**src/rtl/fact_pkg.sv**
```systemverilog
// Shared definitions for the factorial accelerator: register offsets,
// FSM state encoding and the largest operand whose factorial fits in 32 bits.
package fact_pkg;

  // Word offsets within the peripheral window (CPU address bits [3:2])
  localparam logic [1:0] FACT_N   = 2'b00;
  localparam logic [1:0] FACT_GO  = 2'b01;
  localparam logic [1:0] FACT_ST  = 2'b10;
  localparam logic [1:0] FACT_RES = 2'b11;

  // 12! = 479001600 fits in 32 bits, 13! does not
  localparam int MAX_N = 12;

  typedef enum logic {
    IDLE = 1'b0,
    RUN  = 1'b1
  } fact_state_e;

endpackage

```
**src/rtl/fact_core.sv**
```systemverilog
// Iterative factorial engine: one multiply per RUN cycle, counting cnt down
// from n to 1. Out-of-range operands are rejected at the Go edge with err.
module fact_core #(
  parameter int WIDTH  = 32,
  parameter int NWIDTH = 4,
  parameter int MAX_N  = fact_pkg::MAX_N
) (
  input  logic              clk,
  input  logic              rst_n,
  input  logic              i_go,
  input  logic [NWIDTH-1:0] i_n,
  output logic              o_busy,
  output logic              o_done,
  output logic              o_err,
  output logic [WIDTH-1:0]  o_result
);
  import fact_pkg::*;

  fact_state_e       r_state;
  fact_state_e       w_state_next;
  logic [NWIDTH-1:0] r_cnt;
  logic [NWIDTH-1:0] w_cnt_next;
  logic [WIDTH-1:0]  r_prod;
  logic [WIDTH-1:0]  w_prod_next;
  logic [WIDTH-1:0]  r_result;
  logic [WIDTH-1:0]  w_result_next;
  logic              r_done;
  logic              w_done_next;
  logic              r_err;
  logic              w_err_next;

  logic [WIDTH-1:0]  w_cnt_ext;
  logic [WIDTH-1:0]  w_product;
  logic              w_n_too_big;

  // Widen the counter so the product stays WIDTH bits (truncation is safe for n<=MAX_N)
  assign w_cnt_ext   = WIDTH'(r_cnt);
  assign w_product   = r_prod * w_cnt_ext;
  assign w_n_too_big = (int'(i_n) > MAX_N);

  // State and datapath registers; reset aborts any computation in flight
  always_ff @(posedge clk or negedge rst_n) begin
    if (!rst_n) begin
      r_state  <= IDLE;
      r_cnt    <= '0;
      r_prod   <= '0;
      r_result <= '0;
      r_done   <= 1'b0;
      r_err    <= 1'b0;
    end else begin
      r_state  <= w_state_next;
      r_cnt    <= w_cnt_next;
      r_prod   <= w_prod_next;
      r_result <= w_result_next;
      r_done   <= w_done_next;
      r_err    <= w_err_next;
    end
  end

  // Next-state and datapath update; Go is only honoured in IDLE
  always_comb begin
    w_state_next  = r_state;
    w_cnt_next    = r_cnt;
    w_prod_next   = r_prod;
    w_result_next = r_result;
    w_done_next   = r_done;
    w_err_next    = r_err;
    case (r_state)
      IDLE: begin
        if (i_go) begin
          if (w_n_too_big) begin
            // Reject without touching result; flags stay sticky until next Go
            w_err_next  = 1'b1;
            w_done_next = 1'b1;
          end else begin
            w_cnt_next   = i_n;
            w_prod_next  = WIDTH'(1);
            w_done_next  = 1'b0;
            w_err_next   = 1'b0;
            w_state_next = RUN;
          end
        end
      end
      RUN: begin
        if (r_cnt > NWIDTH'(1)) begin
          w_prod_next = w_product;
          w_cnt_next  = r_cnt - NWIDTH'(1);
        end else begin
          // cnt of 0 or 1 ends the loop, so 0! and 1! both yield 1
          w_result_next = r_prod;
          w_done_next   = 1'b1;
          w_state_next  = IDLE;
        end
      end
      default: w_state_next = IDLE;
    endcase
  end

  assign o_busy   = (r_state == RUN);
  assign o_done   = r_done;
  assign o_err    = r_err;
  assign o_result = r_result;

endmodule

```
**src/rtl/fact_accel.sv**
```systemverilog
// Memory-mapped factorial accelerator: register decode, N operand register,
// Go pulse generation and the combinational read mux around fact_core.
module fact_accel #(
  parameter int WIDTH  = 32,
  parameter int NWIDTH = 4,
  parameter int MAX_N  = fact_pkg::MAX_N
) (
  input  logic             clk,
  input  logic             rst_n,
  input  logic [1:0]       a,
  input  logic             we,
  input  logic [WIDTH-1:0] wd,
  output logic [WIDTH-1:0] rd
);
  import fact_pkg::*;

  logic [NWIDTH-1:0] r_n;
  logic              w_go;
  logic              w_busy;
  logic              w_done;
  logic              w_err;
  logic [WIDTH-1:0]  w_result;

  // A Go request is a write of 1 in bit 0 to the GO offset; the core drops it when busy
  assign w_go = we && (a == FACT_GO) && wd[0];

  // N operand register; may be rewritten while busy without disturbing the run
  always_ff @(posedge clk or negedge rst_n) begin
    if (!rst_n) begin
      r_n <= '0;
    end else if (we && (a == FACT_N)) begin
      r_n <= wd[NWIDTH-1:0];
    end
  end

  fact_core #(
    .WIDTH  (WIDTH),
    .NWIDTH (NWIDTH),
    .MAX_N  (MAX_N)
  ) u_core (
    .clk      (clk),
    .rst_n    (rst_n),
    .i_go     (w_go),
    .i_n      (r_n),
    .o_busy   (w_busy),
    .o_done   (w_done),
    .o_err    (w_err),
    .o_result (w_result)
  );

  // Side-effect-free read mux; all sources reset to zero
  always_comb begin
    rd = '0;
    case (a)
      FACT_N:   rd = WIDTH'(r_n);
      FACT_GO:  rd = WIDTH'(w_busy);
      FACT_ST:  rd = WIDTH'({w_err, w_done});
      FACT_RES: rd = w_result;
      default:  rd = '0;
    endcase
  end

endmodule

```
**config.mk**
```make
export PLATFORM = sky130hd
export DESIGN_NAME = fact_accel
export DESIGN_NICKNAME = d
export VERILOG_FILES = /design/src/rtl/fact_pkg.sv /design/src/rtl/fact_core.sv /design/src/rtl/fact_accel.sv
export SDC_FILE = /design/constraint.sdc
export NUM_CORES = 1
export LEC_CHECK = 0
export CAP_MARGIN = 0
export CELL_PAD_IN_SITES_DETAIL_PLACEMENT = 0
export CELL_PAD_IN_SITES_GLOBAL_PLACEMENT = 1
export CORE_MARGIN = 4
export CORE_UTILIZATION = 45
export CTS_CLUSTER_SIZE = 8
export DETAILED_ROUTE_END_ITERATION = 12
export PLACE_DENSITY_LB_ADDON = 0.15
export REMOVE_ABC_BUFFERS = 1
export SLEW_MARGIN = 20
export SYNTH_ARGS = -nofsm -noshare
export SYNTH_HDL_FRONTEND = slang
export SYNTH_SLANG_ARGS = --single-unit
```
**constraint.sdc**
```tcl
create_clock -name clk -period 5.7 [get_ports clk]
set_clock_uncertainty 0.1 [all_clocks]
set_input_delay 1.14 -clock clk [delete_from_list [all_inputs] [get_ports clk]]
set_output_delay 1.14 -clock clk [all_outputs]
set_load 0.01 [all_outputs]
```
==> PnR_summary.wiki <==
{| class="wikitable"
! Metric !! Value
|-
| Crit path buffers/inverters || 3
|-
| Maximum number of pins on one net before global-route repair || 76
|-
| Area enclosed by the die boundary || 17900 um^2
|-
| Critical path's largest stage delay || 0.61 ns
|-
| Comb pwr share || between 60% and 70%
|-
| Horizontal die dimension || 134 um
|-
| Sinks on Clock Net || 75
|-
| Drt first pass iters || 4
|-
| Type of the worst setup path || flop to flop
|-
| Final WL || 17700 um
|-
| Power density over the cells || between 600 and 700 nW/um^2
|-
| Clock group share of total power || 12.0%
|-
| Via count of the first global-routing pass || roughly 5900
|-
| Worst reg2reg path endpoint || u_core.r_prod[27]
|-
| Cell Chain, Critical Path || buf_4, and2_1, fa_1, inv_1, fa_1, inv_1, ha_1, nand2_1, o21ai_0, nor2_1, a22oi_1, a31oi_2, a221oi_1, a21oi_1
|-
| Vert. Die Dim || about 130 um
|-
| Total internal power || 0.00252 W
|-
| Origin of the critical flop-to-flop path || u_core.r_cnt[2]
|-
| Number of endpoints failing setup at the final stage || 0
|-
| Unrepaired setup endpoints after global routing || false
|-
| Non-filler cells in the finished layout || 1037
|-
| Crit share post-route || 77.8%
|-
| Number of H-tree levels || 3
|-
| Hpwl dp || 12900 um
|-
| Most area-hungry cell type in the Yosys netlist || dfrtp_1
|-
| Antenna violations before repair || 0
|-
| Fraction of power spent switching nets || between 50% and 60%
|-
| Final hold violations || 0
|-
| Final core occ || a little over half
|-
| Main area contributors after synthesis || dfrtp_1 (26%), fa_1 (16%), and2_1 (7.9%)
|-
| Proportion of register bits with asynchronous set or reset after synthesis || 100%
|-
| Hold path cells || 1
|-
| Nets@finish || ~950
|-
| Number of clock buffers inserted by TritonCTS || 9
|-
| Post-synthesis register bit count || 75
|-
| Static leakage || 3.91 nW
|-
| Terminating pin of the worst hold path || u_core.o_err
|-
| Fillcell total || 1469
|-
| Commonest non-fill, non-tap cell in the layout || inv_1
|-
| Via count of the routed design || 5553
|-
| Initial standard-cell utilization of the core || between 40% and 50%
|-
| Clk pin slew, worst setup/hold paths || 0.07 ns
|-
| Clock Root Buffer || clkbuf_16
|-
| Count of inserted antenna diode cells || 0
|-
| Summed negative setup slack over all endpoints || 0 ns
|-
| Number of flops mapped to enable cells by yosys || 0
|-
| Peak VDD IR || 0.303 mV
|-
| Switch Pwr || 0.00261 W
|-
| Global routing usage summed across all routing layers || about a fifth
|-
| Buffers added on ports || 40
|-
| Number of ports placed on the die boundary || 69
|-
| Cell Rows || 45
|-
| Yosys warns || 0
|-
| Sequential share of the synthesized area || 26.4%
|-
| Commonest cells after routing, fill and taps aside || inv_1 (110), nand2_1 (93), and2_1 (90)
|-
| Slowest-stage cell, CP || dfrtp_1
|-
| Max Transition Viols Final || 0
|-
| Final global-route overflow total || 0
|-
| Vias per Instance || 5.35
|-
| Data arrival time of the critical path || 4.57 ns
|-
| Total area of multi-input combinational cells || approximately 4700 um^2
|-
| Post-detailed-route count of antenna-violating nets || 0
|-
| First-pass GRT wire length || roughly 31000 um
|-
| Time the worst path needs with I/O delays and setup || 4.43 ns
|-
| # Post-CTS Setup Buffers || 0
|-
| Maximum capacitance violations || 0
|-
| Number of remaining DRC errors || 0
|-
| Maximum clock insertion buffer count || 2
|-
| Maximum net fanout on the critical path || 22
|-
| Number of distinct library cells after synthesis || ~60
|-
| Share of power burned in registers || 20.8%
|-
| Type of element capturing the critical path || flop
|-
| Transition time at the pin with the least slew margin || between 0.9 and 1 ns
|-
| Synth Instances || 801
|-
| Yosys top cell area share || 26.4%
|-
| Outcome || finished clean
|-
| Hold Crit Class || flop to flop
|-
| Ratio of cells with drive above 1 in the final layout || 9.56%
|-
| Post-CTS Hold Buffers || 0
|-
| Clk Latency, worst-skew pair || 0.35 ns
|-
| Average size of a mapped cell || slightly below 9 um^2
|-
| Reg-to-reg slack, setup || ~1.3 ns
|-
| Maximum achievable frequency || about 0.23 GHz
|-
| Top_reg_cell synth || dfrtp_1
|-
| Startpoint class of the critical path || flop
|-
| Number of placed instances with taps included || 1021
|-
| Critical path data required time || 5.83 ns
|-
| Area inside the core boundary || 15400 um^2
|-
| Launch point of the worst hold path || u_core.o_err
|-
| Category of cells accounting for the largest share of critical-path delay || adder cells
|-
| DRT iter0 DRCs || around 310
|-
| Routed len/inst || 17.0 um
|-
| CTS tree || done
|-
| Routability congestion estimate from global placement || approximately 0.89
|-
| Register area || 1880 um^2
|-
| Post-Syn Area || roughly 7100 um^2
|-
| Max_slew headroom || 34.5%
|-
| Overall power consumption || 0.00514 W
|-
| Number of gates resized after CTS || 0
|-
| Worst R2R Path Depth || 14
|-
| Area growth syn-to-layout || 12.8%
|}
-- power by group through the flow --
stage	Combinational, W	Sequential, W	Clock [W]
final	0.00345	0.00107	0.000616
after global routing	0.00394	0.00112	0.000653
after CTS	0.00347	0.00107	0.000635
after detailed placement	0.00344	0.00108	0
after global placement	0.00339	0.00107	0
after floorplan	0.00262	0.000968	0
-- cell families (layout without fill, tap and decap cells) --
group / after synthesis / count (layout) / synth area share (%)
multiplexers: 39 / 39 / 6.29
XOR/XNOR: 28 / 28 / 3.45
adder cells (fa/ha/maj): 91 / 91 / 22.0
AO/OA/AOI/OAI: 140 / 140 / 13.6
AND/OR/NAND/NOR: 276 / 276 / 20.2
flip-flops: 75 / 75 / 26.4
buffers and inverters: 152 / 177 / 8.10
-- metal layers --
metal / up-vias / track usage, % / share of wire [%]
met5: - / 0 / 0
met4: 0 / 6.29 / 1.8
met3: 22 / 2.48 / 3.1
met2: 99 / 34.5 / 47
met1: 2767 / 30.2 / 48
li1: 2665 / - / -
-- cell usage after synthesis, types with 2 or more instances --
cell type	number
clkbuf_1	36
nor3_1	4
o22a_1	2
nand4_1	8
mux2i_1	2
a21o_1	10
and3_1	32
o21ai_0	28
a22o_1	4
dfrtp_1	75
xor2_1	13
mux2_2	36
fa_1	57
or3_1	3
a211o_1	6
o31a_1	2
a32o_1	3
nand2b_1	2
xnor2_1	15
buf_2	5
nand2_1	93
inv_1	110
a22oi_1	2
nor2_1	19
and2_1	90
o21ai_1	11
o21a_1	7
nand4b_1	2
a21oi_2	3
nor3b_1	2
a31oi_2	2
nand3_1	16
ha_1	34
o211ai_1	4
a21oi_1	37
-- registers in the layout, summed over array words and instances, names as in the netlist --
register         count
u_core.o_result     32
u_core.o_done        1
r_n                  4
u_core.o_err         1
u_core.r_prod       32
u_core.o_busy        1
u_core.r_cnt         4
-- through the flow --
step | setup WS (ns) | hold WS [ns] | cell area, um^2
finish | 1.27 | 0.393 | 8030
detailed placement | 1.30 | 0.381 | 7710
CTS | 1.30 | 0.397 | 8020
floorplan | 1.85 | 0.364 | 6950
global route | 1.09 | 0.420 | 8030
global placement | 1.32 | 0.377 | 7710
-- worst reg2reg max path, delay by kind of cell, from the launching register on --
family | cells | cell delay [ns]
compound gates | 5 | 1.27
fa+ha+maj | 3 | 1.46
buf+inv | 3 | 0.45
flops | 1 | 0.61
simple gates | 3 | 0.42
-- cell type report --
type                       instances  share of cell area, %
clock inverter                     6                  0.889
clock buffer                      10                   2.98
sequential                        75                   23.4
multi-input combinational        574                   58.3
inverter                         110                   5.14
timing repair buffer              51                   6.03
tap                              211                   3.29
-- worst max-delay path by stage --
stage | startpoint | depth (start not counted) | endpoint
4_1_cts | a[1] | 4 | rd[21]
3_3_place_gp | a[1] | 4 | rd[6]
5_1_grt | u_core.r_cnt[2] | 14 | u_core.r_prod[27]
3_5_place_dp | a[1] | 4 | rd[21]
6_report | u_core.r_cnt[2] | 14 | u_core.r_prod[27]
2_1_floorplan | u_core.r_cnt[3] | 12 | u_core.r_prod[28]
(Power assumes the default switching activity.)
